--- src/rtl/mem_bus_arbiter_if.sv ---
// Bus bundle for the memory arbiter. It carries the fetch port, the data
// load/store port and the single-port memory side. The arbiter uses the
// master modport. The requesters and the memory use the slave modport.
interface mem_bus_arbiter_if;
  // fetch port
  logic       if_req;
  logic [9:0] if_addr;
  logic       if_ack;
  logic [7:0] if_data;
  // data load/store port
  logic       d_req;
  logic       d_we;
  logic [9:0] d_addr;
  logic [7:0] d_wdata;
  logic       d_ack;
  logic [7:0] d_rdata;
  // memory side
  logic [9:0] mem_addr;
  logic [7:0] mem_wdata;
  logic       mem_we;
  logic       mem_re;
  logic [7:0] mem_rdata;
  // bus ownership
  logic       addr_lock;
  logic       owner;

  modport master (
    input  if_req, if_addr, d_req, d_we, d_addr, d_wdata, mem_rdata,
    output if_ack, if_data, d_ack, d_rdata,
    output mem_addr, mem_wdata, mem_we, mem_re, addr_lock, owner
  );

  modport slave (
    output if_req, if_addr, d_req, d_we, d_addr, d_wdata, mem_rdata,
    input  if_ack, if_data, d_ack, d_rdata,
    input  mem_addr, mem_wdata, mem_we, mem_re, addr_lock, owner
  );
endinterface

--- src/rtl/mem_bus_arbiter.sv ---
// Shares one single-port 1024x8 memory between instruction fetch and data
// load/store. Only one transaction is in flight at a time. The data port
// has priority. Fetch is forced through after MAX_STREAK consecutive data
// grants taken while fetch was waiting. All outputs are registered.
module mem_bus_arbiter #(
  parameter int RD_LAT     = 1,  // memory read latency, 1..7
  parameter int MAX_STREAK = 3   // data grants before fetch is forced, 1..15
) (
  input  logic              clk,
  input  logic              rst,
  mem_bus_arbiter_if.master bus
);

  typedef enum logic [1:0] {S_IDLE, S_ACCESS, S_WAIT, S_RESP} state_t;

  state_t     r_state;
  logic [3:0] r_streak;
  logic [2:0] r_wait;
  logic       r_owner;
  logic [9:0] r_mem_addr;
  logic [7:0] r_mem_wdata;
  logic       r_mem_we;
  logic       r_mem_re;
  logic       r_addr_lock;
  logic       r_if_ack;
  logic       r_d_ack;
  logic [7:0] r_if_data;
  logic [7:0] r_d_rdata;

  logic w_any_req;
  logic w_streak_hit;
  logic w_pick_data;

  // Data wins unless fetch is also waiting and data has used up its streak.
  assign w_any_req    = bus.if_req | bus.d_req;
  assign w_streak_hit = (r_streak == 4'(MAX_STREAK));
  assign w_pick_data  = bus.d_req & ~(bus.if_req & w_streak_hit);

  // Transaction sequencer. The strobes and acks are set on the edge that
  // enters their state, so each one is high for exactly that one cycle.
  always_ff @(posedge clk) begin
    if (rst) begin
      r_state     <= S_IDLE;
      r_streak    <= '0;
      r_wait      <= '0;
      r_owner     <= 1'b0;
      r_mem_addr  <= '0;
      r_mem_wdata <= '0;
      r_mem_we    <= 1'b0;
      r_mem_re    <= 1'b0;
      r_addr_lock <= 1'b0;
      r_if_ack    <= 1'b0;
      r_d_ack     <= 1'b0;
      r_if_data   <= '0;
      r_d_rdata   <= '0;
    end else begin
      r_mem_we <= 1'b0;
      r_mem_re <= 1'b0;
      r_if_ack <= 1'b0;
      r_d_ack  <= 1'b0;
      case (r_state)
        S_IDLE: begin
          if (w_any_req) begin
            r_addr_lock <= 1'b1;
            r_state     <= S_ACCESS;
            if (w_pick_data) begin
              r_owner     <= 1'b1;
              r_mem_addr  <= bus.d_addr;
              r_mem_wdata <= bus.d_wdata;
              r_mem_we    <= bus.d_we;
              r_mem_re    <= ~bus.d_we;
              // The streak counts only data grants that made fetch wait.
              if (bus.if_req)
                r_streak <= w_streak_hit ? r_streak : r_streak + 4'd1;
              else
                r_streak <= '0;
            end else begin
              r_owner    <= 1'b0;
              r_mem_addr <= bus.if_addr;
              r_mem_re   <= 1'b1;
              r_streak   <= '0;
            end
          end
        end
        S_ACCESS: begin
          // r_mem_we is still high in this cycle, so it tells us the direction.
          if (r_mem_we) begin
            r_state  <= S_RESP;
            r_if_ack <= ~r_owner;
            r_d_ack  <= r_owner;
          end else begin
            r_wait  <= 3'(RD_LAT);
            r_state <= S_WAIT;
          end
        end
        S_WAIT: begin
          if (r_wait == 3'd1) begin
            if (r_owner) r_d_rdata <= bus.mem_rdata;
            else         r_if_data <= bus.mem_rdata;
            r_if_ack <= ~r_owner;
            r_d_ack  <= r_owner;
            r_state  <= S_RESP;
          end else begin
            r_wait <= r_wait - 3'd1;
          end
        end
        S_RESP: begin
          r_addr_lock <= 1'b0;
          r_state     <= S_IDLE;
        end
        default: r_state <= S_IDLE;
      endcase
    end
  end

  assign bus.if_ack    = r_if_ack;
  assign bus.if_data   = r_if_data;
  assign bus.d_ack     = r_d_ack;
  assign bus.d_rdata   = r_d_rdata;
  assign bus.mem_addr  = r_mem_addr;
  assign bus.mem_wdata = r_mem_wdata;
  assign bus.mem_we    = r_mem_we;
  assign bus.mem_re    = r_mem_re;
  assign bus.addr_lock = r_addr_lock;
  assign bus.owner     = r_owner;

endmodule

--- src/flat_wrapper.sv ---
// flat-port wrapper written by rule: the top's interface ports become plain ports
module mem_bus_arbiter_flat 
#(
  parameter int RD_LAT     = 1,                              
  parameter int MAX_STREAK = 3                                               
)
  (clk, rst, bus_if_req, bus_if_addr, bus_d_req, bus_d_we, bus_d_addr, bus_d_wdata, bus_mem_rdata, bus_if_ack, bus_if_data, bus_d_ack, bus_d_rdata, bus_mem_addr, bus_mem_wdata, bus_mem_we, bus_mem_re, bus_addr_lock, bus_owner);
  mem_bus_arbiter_if bus_i ();
  input  logic clk;
  input  logic rst;
  input wire logic [$bits(bus_i.if_req)-1:0] bus_if_req;
  input wire logic [$bits(bus_i.if_addr)-1:0] bus_if_addr;
  input wire logic [$bits(bus_i.d_req)-1:0] bus_d_req;
  input wire logic [$bits(bus_i.d_we)-1:0] bus_d_we;
  input wire logic [$bits(bus_i.d_addr)-1:0] bus_d_addr;
  input wire logic [$bits(bus_i.d_wdata)-1:0] bus_d_wdata;
  input wire logic [$bits(bus_i.mem_rdata)-1:0] bus_mem_rdata;
  output wire logic [$bits(bus_i.if_ack)-1:0] bus_if_ack;
  output wire logic [$bits(bus_i.if_data)-1:0] bus_if_data;
  output wire logic [$bits(bus_i.d_ack)-1:0] bus_d_ack;
  output wire logic [$bits(bus_i.d_rdata)-1:0] bus_d_rdata;
  output wire logic [$bits(bus_i.mem_addr)-1:0] bus_mem_addr;
  output wire logic [$bits(bus_i.mem_wdata)-1:0] bus_mem_wdata;
  output wire logic [$bits(bus_i.mem_we)-1:0] bus_mem_we;
  output wire logic [$bits(bus_i.mem_re)-1:0] bus_mem_re;
  output wire logic [$bits(bus_i.addr_lock)-1:0] bus_addr_lock;
  output wire logic [$bits(bus_i.owner)-1:0] bus_owner;
  assign bus_i.if_req = bus_if_req;
  assign bus_i.if_addr = bus_if_addr;
  assign bus_i.d_req = bus_d_req;
  assign bus_i.d_we = bus_d_we;
  assign bus_i.d_addr = bus_d_addr;
  assign bus_i.d_wdata = bus_d_wdata;
  assign bus_i.mem_rdata = bus_mem_rdata;
  assign bus_if_ack = bus_i.if_ack;
  assign bus_if_data = bus_i.if_data;
  assign bus_d_ack = bus_i.d_ack;
  assign bus_d_rdata = bus_i.d_rdata;
  assign bus_mem_addr = bus_i.mem_addr;
  assign bus_mem_wdata = bus_i.mem_wdata;
  assign bus_mem_we = bus_i.mem_we;
  assign bus_mem_re = bus_i.mem_re;
  assign bus_addr_lock = bus_i.addr_lock;
  assign bus_owner = bus_i.owner;
  mem_bus_arbiter #(.RD_LAT(RD_LAT), .MAX_STREAK(MAX_STREAK)) u_core (.clk(clk), .rst(rst), .bus(bus_i));
endmodule
--- config.mk ---
export PLATFORM = sky130hd
export DESIGN_NAME = mem_bus_arbiter_flat
export DESIGN_NICKNAME = d
export VERILOG_FILES = /design/src/rtl/mem_bus_arbiter_if.sv /design/src/rtl/mem_bus_arbiter.sv /design/src/flat_wrapper.sv
export SDC_FILE = /design/constraint.sdc
export NUM_CORES = 1
export LEC_CHECK = 0
export ABC_AREA = 0
export ABC_CLOCK_PERIOD_IN_PS = 1300
export CORE_MARGIN = 3
export CORE_UTILIZATION = 56
export DETAILED_ROUTE_END_ITERATION = 8
export DONT_BUFFER_PORTS = 1
export PLACE_DENSITY_LB_ADDON = 0.3
export SETUP_SLACK_MARGIN = 0.4
export SKIP_CTS_REPAIR_TIMING = 1
export SLEW_MARGIN = 10
export SYNTH_ARGS = -nofsm -noshare
export SYNTH_HDL_FRONTEND = slang
export SYNTH_SLANG_ARGS = --single-unit
--- constraint.sdc ---
create_clock -name clk -period 1.3 [get_ports clk]
set_input_delay 0.26 -clock clk [delete_from_list [all_inputs] [get_ports clk]]
set_output_delay 0.26 -clock clk [all_outputs]
set_load 0.02 [all_outputs]
==> impl_metrics.py, run 1 <==
metrics = {
    "outcome": {
        "status": "complete, but fails checks",
        "violations": "negative setup slack",
    },
    "layout": {
        "drive_gt1_frac": 0.602,
        "n_antenna_cell": 0,
        "fillers": 172,
        "fin_nets": 312,
        "stdcell_area_mm2": 0.00299,
        "fin_cells": 310,
        "area_growth_pct": 40.7,
    },
    "synth": {
        "synth_top_family_by_area": "simple AND/OR/NAND/NOR gates",
        "ys.flop_type": "dfxtp_1",
        "synth_xor_area_frac": 0,
        "synth_edf_count": 0,
        "ys_warn_count": 0,
        "yosysUniqueCellTypes": 39,
        "yosys.area.top_type": "dfxtp_1",
        "synth.area.top_cells": "dfxtp_1 (46%), nand2_1 (8.7%), a21oi_1 (7.3%)",
        "muxShareOfSynthArea": 0.0425,
        "synthTopCellsByCount": "dfxtp_1 (49), nand2_1 (49), a21oi_1 (31)",
        "ys_seq_area_frac": 0.462,
        "synth_fp_nets": 291,
        "netlist_area_mm2": 0.00212,
        "syn_avg_cell_area_um2": 8.77,
        "synth_seq_cells": 49,
        "syn-instance-count": 242,
        "synthAdderAreaFrac": 0.0472,
        "synth_top_area_share": 0.462,
        "synth-compound-area-share": 0.190,
        "yosys.area_share.simple": 0.222,
        "synthArstFlopShare": 0,
    },
    "cts": {
        "path_clk_slew_ns": 0.09,
        "clockBufferDepth": 2,
        "clock_sinks": 49,
        "clkLatencyLatePin_ns": 0.30,
        "cts_made_buffers": 5,
        "root_buffer": "clkbuf_8",
        "htree_num_levels": 2,
        "cts_tree": "built",
    },
    "global_route": {
        "use_met2": 0.357,
        "grt_use_met1": 0.258,
        "busiest_layer": "met2",
        "antenna_found_initial": 0,
        "grt_pass1_wl_mm": 7.36,
        "grt.met3_usage": 0.0649,
        "grt_max_degree": 50,
        "grt_usage": 0.212,
        "overflow": 0,
        "grt_pass1_vias": 1612,
    },
    "pwr": {
        "p_total_mw": 5.49,
        "p_per_area_mw_per_mm2": 1840,
        "clockPowerShare": 0.198,
        "p_int_mw": 3.47,
        "power_frac_seq": 0.427,
        "p_sw_frac": 0.368,
        "p_leak_nw": 1.04,
        "peakVddDrop_mv": 1.13,
        "p_sw_mw": 2.02,
        "pwr-share-comb": 0.375,
    },
    "place": {
        "pre_cts_ws_ns": -0.0832,
        "io_buffer_count": 0,
        "post-place-cells": 295,
        "place_area_mm2": 0.00243,
        "post-dp-hpwl_mm": 3.36,
        "gp_congestion": 0.856,
    },
    "timing": {
        "slew_violations": 0,
        "worst_clock_skew_ns": 0.0109,
        "fin_crit_ns": 1.42,
        "period_share": 1.09,
        "setup-violations-final": 36,
        "fmax_ghz": 0.706,
        "finalHoldViolCount": 0,
        "tightest_slew_ns": 0.332,
        "slew_headroom": 0.778,
        "setup_tns_ns": -1.94,
        "grt_setup_unrepaired": "true",
        "final.setup.worst_slack_ns": -0.116,
    },
    "routing": {
        "drtIter0Drc": 143,
        "wl_per_cell_um": 18.9,
        "avgViaCountPerCell": 5.81,
        "first_pass_iters": 4,
        "drc_errors": 0,
        "routed_wl_mm": 5.86,
        "route.vias.total": 1800,
        "ant_nets": 0,
    },
    "floorplanning": {
        "start_util": 0.607,
        "coreArea_mm2": 0.00349,
        "die-area_mm2": 0.00456,
        "io_pins": 81,
        "die_w_um": 67.6,
        "row_count": 21,
        "die_height_um": 67.6,
    },
    "worst_setup_path": {
        "cp-end-kind": "flop",
        "arrival_ns": 1.63,
        "criticalPathCategory": "reg2reg",
        "cp_max_fo": 9,
        "crit_start": "u_core.r_streak[0]",
        "r2r_start": "u_core.r_streak[0]",
        "worst-endpoint-required_ns": 1.52,
        "start_kind": "flop",
    },
    "run": {
        "maxCapViolCount": 0,
    },
    "hold_path": {
        "hold_path.class": "in2reg",
        "worstHoldStart": "rst",
    },
}
[per-layer routing]
metal / vias up / part of all wire
met5: - / 0
li1: 868 / -
met3: 11 / 0.073
met1: 855 / 0.40
met2: 66 / 0.51
met4: 0 / 0.012
[layout make-up]
class / count / area, um^2 / area share
Inverter: 6 / 27.5 / 0.00922
Tap cell: 46 / 57.6 / 0.0193
Timing Repair Buffer: 24 / 229 / 0.0767
Clock inverter: 2 / 38.8 / 0.0130
Multi-Input combinational cell: 177 / 1420 / 0.475
Sequential cell: 49 / 1140 / 0.383
Clock buffer: 6 / 72.6 / 0.0243
[state kept, by name, indices dropped and copies added, names as in the netlist, 2 cells and up]
register	flops
u_core.bus.d_rdata	8
u_core.bus.if_data	8
u_core.bus.mem_addr	10
u_core.bus.mem_wdata	8
u_core.r_state	2
u_core.r_streak	4
u_core.r_wait	3
[path summary, 6_finish.rpt]
check | end | slack (ns) | depth (start not counted)
hold reg to reg | u_core.r_wait[1] | 0.49 | 2
setup reg to reg | u_core.bus.mem_addr[5] | -0.12 | 6
setup / recovery | u_core.bus.mem_addr[5] | -0.12 | 6
hold / removal | u_core.bus.if_data[1] | 0.004 | 1
[power by group through the flow]
stage	logic, mW	clock network, mW	registers, mW
floorplan	1.20	0	2.24
global placement	1.57	0	2.27
CTS	1.63	1.10	2.25
global route	2.22	1.15	2.37
detailed placement	1.62	0	2.28
finish	2.06	1.08	2.35
[through the flow]
| stage | util | hold slack, ns |
|---|---|---|
| finish | 0.854 | 0.00383 |
| global route | 0.854 | -0.00663 |
| CTS | 0.726 | 0.00839 |
| detailed placement | 0.695 | 0.334 |
| global placement | 0.695 | 0.328 |
| floorplan | - | 0.338 |
[critical path: stages (launching register included)]
cell and delay, ns:
dfxtp_2 0.35, ha_4 0.16, and4bb_4 0.23, nor2b_4 0.16, buf_12 0.15, a21oi_2 0.07, a211oi_2 0.22
[logic make-up (layout without fill, tap and decap cells)]
kind of cell,after synthesis,count (layout)
AOI/OAI and AO/OA,58,58
adders and majority gates,8,8
buffers and inverters,17,38
DFF,49,49
muxes,9,9
and+or+nand+nor,101,102
[placed cells by master, fill, tap and decap left out, types with 2 or more instances in the layout]
cell | synthesis | layout
buf_12 | 0 | 3
ha_4 | 0 | 6
o21ai_1 | 2 | 3
nor2_1 | 30 | 27
buf_6 | 1 | 3
nand2_2 | 0 | 15
mux2i_1 | 9 | 9
nor2_4 | 1 | 4
a22oi_2 | 1 | 2
a211oi_2 | 10 | 12
ha_1 | 8 | 2
dfxtp_4 | 0 | 42
dfxtp_1 | 49 | 4
inv_1 | 6 | 3
clkbuf_8 | 0 | 5
nand2_1 | 49 | 33
buf_4 | 1 | 18
nand2b_4 | 0 | 3
dfxtp_2 | 0 | 3
inv_4 | 0 | 2
a21oi_2 | 0 | 23
a21oi_1 | 31 | 7
No activity file was read; power rests on OpenSTA's default activity.
==> inputs of run 2 (changes only) <==
- ABC_CLOCK_PERIOD_IN_PS: 1300 -> 1200
- CORE_UTILIZATION: 56 -> 59
- CTS_BUF_LIST: unset -> sky130_fd_sc_hd__clkbuf_2 sky130_fd_sc_hd__clkbuf_4 sky130_fd_sc_hd__clkbuf_8
- CTS_CLUSTER_DIAMETER: unset -> 80
- clock period: 1.3 -> 1.2 ns (I/O delays scaled with it)
==> run 2 against run 1 <==
The flow finishes with violations (negative hold slack, negative setup slack). Total power rose by 3.8%. Register-to-register slack got worse by 0.15 ns. Fmax fell by 3.3%. Sequential cell count did not move. Core utilization rose by 2.4 points. Clock skew rose by 0.013 ns. Non-clock buffer count rose by 6. Worst hold slack got worse by 0.11 ns. Critical path type unchanged. Highest routed layer unchanged.
==> impl_metrics.py, run 2 (synthesized netlist as in run 1, its figures left out) <==
metrics = {
    "global_route": {
        "antenna_found_initial": 0,
        "grt_usage": 0.210,
        "grt_pass1_vias": 1611,
        "grt_max_degree": 50,
        "overflow": 0,
        "grt_pass1_wl_mm": 7.03,
    },
    "floorplanning": {
        "row_count": 21,
        "io_pins": 81,
        "die_height_um": 66.0,
        "die_w_um": 66.0,
        "start_util": 0.626,
        "die-area_mm2": 0.00435,
        "coreArea_mm2": 0.00339,
    },
    "worst_setup_path": {
        "worst-endpoint-required_ns": 1.50,
        "critPathMaxStageDelay_ns": 0.36,
        "r2r_start": "u_core.r_streak[0]",
        "cp_max_fo": 6,
        "r2r_slack_ns": -0.26,
        "arrival_ns": 1.77,
        "start_kind": "flop",
        "cpMaxStageDelayCell": "dfxtp_2",
        "r2r_cells": 6,
        "criticalPathCategory": "reg2reg",
        "cp-end-kind": "flop",
        "crit_family": "simple AND/OR/NAND/NOR gates",
        "critical_path_buf_inv_count": 1,
        "path_cells": "ha_4, and4bb_4, nor2b_4, clkbuf_16, a21oi_2, a211oi_2",
        "regToRegEndpoint": "u_core.bus.mem_addr[1]",
    },
    "timing": {
        "fin_crit_ns": 1.46,
        "slew_headroom": 0.787,
        "final.setup.worst_slack_ns": -0.264,
        "finalHoldViolCount": 48,
        "slew_violations": 0,
        "whs_ns": -0.105,
        "tightest_slew_ns": 0.318,
        "grt_setup_unrepaired": "true",
        "fmax_ghz": 0.683,
        "worst_clock_skew_ns": 0.0238,
        "setup-violations-final": 48,
        "period_share": 1.22,
    },
    "routing": {
        "ant_nets": 0,
        "wl_per_cell_um": 19.0,
        "routed_wl_mm": 6.01,
        "drtIter0Drc": 103,
        "avgViaCountPerCell": 6.05,
        "first_pass_iters": 4,
        "drc_errors": 0,
        "route.vias.total": 1913,
    },
    "layout": {
        "largest_reg_flops": 10,
        "final_common_cell": "dfxtp_4",
        "fin_nets": 318,
        "final_util": 0.878,
        "drive_gt1_frac": 0.585,
        "area_growth_pct": 40.3,
        "mostFrequentLayoutCells": "dfxtp_4 (42), nand2_1 (39), nor2_1 (26)",
        "n_antenna_cell": 0,
    },
    "cts": {
        "cts_tree": "built",
        "clockBufferDepth": 2,
        "cts_made_buffers": 5,
        "path_clk_slew_ns": 0.15,
        "clkLatencyLatePin_ns": 0.38,
        "root_buffer": "clkbuf_4",
        "clock_sinks": 49,
        "htree_num_levels": 2,
    },
    "pwr": {
        "peakVddDrop_mv": 1.31,
        "p_leak_nw": 1.06,
        "p_per_area_mw_per_mm2": 1910,
    },
    "hold_path": {
        "worstHoldStart": "rst",
        "hold_path_end": "u_core.bus.d_rdata[7]",
        "hold_depth": 1,
        "hold_path.class": "in2reg",
    },
    "place": {
        "io_buffer_count": 0,
        "post-dp-hpwl_mm": 3.35,
        "gp_congestion": 0.817,
        "pre_cts_ws_ns": -0.190,
    },
    "outcome": {
        "status": "complete, but fails checks",
        "violations": "negative hold slack, negative setup slack",
    },
    "run": {
        "maxCapViolCount": 0,
    },
}
[run 2: per-stage QoR]
step	setup TNS [ns]	area [um^2]	power [mW]	std cells	hold slack, ns
after floorplan	-2.43	2280	3.73	242	0.318
after global placement	-4.05	2450	4.18	300	0.308
after detailed placement	-5.35	2450	4.25	300	0.313
after CTS	-7.29	2510	4.98	308	-0.103
after global routing	-10.09	2980	5.95	316	-0.112
final	-7.08	2980	5.70	316	-0.105
[run 2: report_power, final]
| group | internal, mW | switching [mW] |
|---|---|---|
| Clock | 0.224 | 0.538 |
| Sequential | 2.02 | 0.533 |
| Combinational | 1.19 | 1.18 |
[run 2: layer usage]
layer | track usage | part of all wire | vias up
li1 | - | - | 884
met5 | 0 | 0 | -
met1 | 0.248 | 0.36 | 919
met2 | 0.345 | 0.53 | 97
met4 | 0.0812 | 0.024 | 0
met3 | 0.0782 | 0.079 | 13
[run 2: worst max-delay path by stage]
stage | from | endpoint | depth (start not counted)
floorplan | u_core.r_streak[0] | u_core.bus.mem_addr[1] | 6
global placement | u_core.r_state[0] | u_core.bus.d_rdata[4] | 6
global route | u_core.r_streak[1] | u_core.bus.mem_addr[1] | 6
detailed placement | u_core.r_state[0] | u_core.r_wait[1] | 6
CTS | u_core.r_state[0] | u_core.r_wait[1] | 6
finish | u_core.r_streak[0] | u_core.bus.mem_addr[1] | 6
[run 2: layout make-up]
class | instances | area [um^2]
Multi-Input combinational cell | 177 | 1410
Sequential cell | 49 | 1140
Fill cell | 151 | 413
Timing Repair Buffer | 30 | 283
Tap cell | 46 | 57.6
Clock buffer | 5 | 37.5
Inverter | 6 | 30.0
Clock inverter | 3 | 16.3
==> inputs of run 3 (changes only) <==
- ABC_CLOCK_PERIOD_IN_PS: 1200 -> 1700
- CORE_UTILIZATION: 59 -> 70
- SKIP_CTS_REPAIR_TIMING: 1 -> unset
- clock period: 1.2 -> 1.7 ns (I/O delays scaled with it)
==> run 3 against run 2 <==
The flow now finishes without violations. Design area is 11% lower. Clock skew is 0.021 ns lower. Via count is 4.7% higher. Non-clock buffer count is 12 lower. Highest routed layer unchanged.
==> impl_metrics.py, run 3 (synthesized netlist as in run 1, its figures left out) <==
metrics = {
    "place": {
        "gp_congestion": 0.729,
        "io_buffer_count": 0,
        "place_area_mm2": 0.00223,
        "post-dp-hpwl_mm": 3.55,
        "pre_cts_ws_ns": 0.153,
    },
    "routing": {
        "drtIter0Drc": 242,
        "routed_wl_mm": 7.10,
        "avgViaCountPerCell": 6.93,
        "ant_nets": 0,
        "first_pass_iters": 7,
        "drc_errors": 0,
        "route.vias.total": 2003,
        "wl_per_cell_um": 24.6,
    },
    "timing": {
        "fmax_ghz": 0.644,
        "final.setup.worst_slack_ns": 0.147,
        "period_share": 0.914,
        "setup_tns_ns": 0,
        "grt_setup_unrepaired": "true",
        "fin_crit_ns": 1.55,
        "setup-violations-final": 0,
        "slew_headroom": 0.735,
        "finalHoldViolCount": 0,
        "worst_clock_skew_ns": 0.00254,
        "tightest_slew_ns": 0.391,
        "slew_violations": 0,
    },
    "pwr": {
        "p_per_area_mw_per_mm2": 1520,
        "peakVddDrop_mv": 1.38,
        "p_leak_nw": 0.965,
    },
    "cts": {
        "clock_sinks": 49,
        "root_buffer": "clkbuf_4",
        "clkLatencyLatePin_ns": 0.38,
        "cts_tree": "built",
        "hold_buffers": 0,
        "htree_num_levels": 2,
        "clockBufferDepth": 2,
        "cts_made_buffers": 5,
        "path_clk_slew_ns": 0.14,
    },
    "layout": {
        "largest_reg_flops": 10,
        "area_growth_pct": 24.7,
        "fillers": 91,
        "n_antenna_cell": 0,
        "stdcell_area_mm2": 0.00265,
        "drive_gt1_frac": 0.430,
        "fin_nets": 306,
        "final_common_cell": "dfxtp_1",
        "mostFrequentLayoutCells": "dfxtp_1 (40), nand2_1 (33), nor2_1 (28)",
    },
    "outcome": {
        "status": "finished clean",
    },
    "worst_setup_path": {
        "arrival_ns": 1.85,
        "cp-end-kind": "flop",
        "criticalPathCategory": "reg2reg",
        "r2r_start": "u_core.r_state[0]",
        "start_kind": "flop",
        "worst-endpoint-required_ns": 2.00,
        "r2r_cells": 6,
        "crit_start": "u_core.r_state[0]",
        "cp_max_fo": 8,
    },
    "global_route": {
        "grt_usage": 0.294,
        "grt_pass1_vias": 1774,
        "overflow": 0,
        "grt_pass1_wl_mm": 8.00,
        "antenna_found_initial": 0,
        "grt_max_degree": 50,
    },
    "floorplanning": {
        "io_pins": 81,
        "die-area_mm2": 0.00373,
        "coreArea_mm2": 0.00283,
        "start_util": 0.750,
        "row_count": 19,
        "die_w_um": 61.1,
        "die_height_um": 61.1,
    },
    "run": {
        "maxCapViolCount": 0,
    },
    "hold_path": {
        "hold_depth": 1,
        "worstHoldStart": "rst",
        "hold_path.class": "in2reg",
    },
}
## run 3: stage by stage
step                       util  total power, mW  hold slack (ns)  std cells
after floorplan               -             2.59            0.418        242
after detailed placement  0.789             2.80            0.410        265
after global routing      0.935             4.15          -0.0110        289
final                     0.935             4.01          0.00249        289
after global placement    0.789             2.71            0.408        265
after CTS                 0.877             3.70           0.0120        283
## run 3: worst max-delay path, cell delays in order, from the launching register on
cell and delay (ns):
dfxtp_2 0.38, inv_4 0.11, ha_4 0.19, nand3b_1 0.16
nor2_4 0.28, nand2_2 0.13, a21oi_2 0.22
## run 3: area by class of cell
type | instances | area, um^2 | area share
multi-input cells | 177 | 1330 | 0.504
flip-flops and latches | 49 | 1000 | 0.378
repair buffers | 18 | 164 | 0.0619
clock buffers | 6 | 45.0 | 0.0170
clock inverters | 2 | 38.8 | 0.0147
well taps | 31 | 38.8 | 0.0147
inverters | 6 | 27.5 | 0.0104
## run 3: layer usage
layer,global-route usage,share of wire
met1,0.327,0.33
met2,0.503,0.54
met3,0.107,0.087
met4,0.130,0.045
met5,0,0
## run 3: report_power, final
group	switching, mW	total, mW	internal, mW
Combinational	0.822	1.54	0.716
Sequential	0.402	1.77	1.36
Clock	0.381	0.710	0.329
Total	1.61	4.01	2.41
## run 3: path summary, 6_finish.rpt
kind | to | slack (ns)
worst max-delay path | u_core.bus.if_data[3] | 0.15
worst min-delay path | u_core.r_wait[1] | 0.002
worst max register to register | u_core.bus.if_data[3] | 0.15
worst min register to register | u_core.r_wait[1] | 0.50
## run 3: repair_timing
action                                  4_1_cts  5_1_grt
gates resized for setup                      22       37
setup buffers                                10        5
hold endpoints to repair                      0        4
endpoints found under the setup margin       48       47
pin swaps                                     8       21
cloned                                        0        1
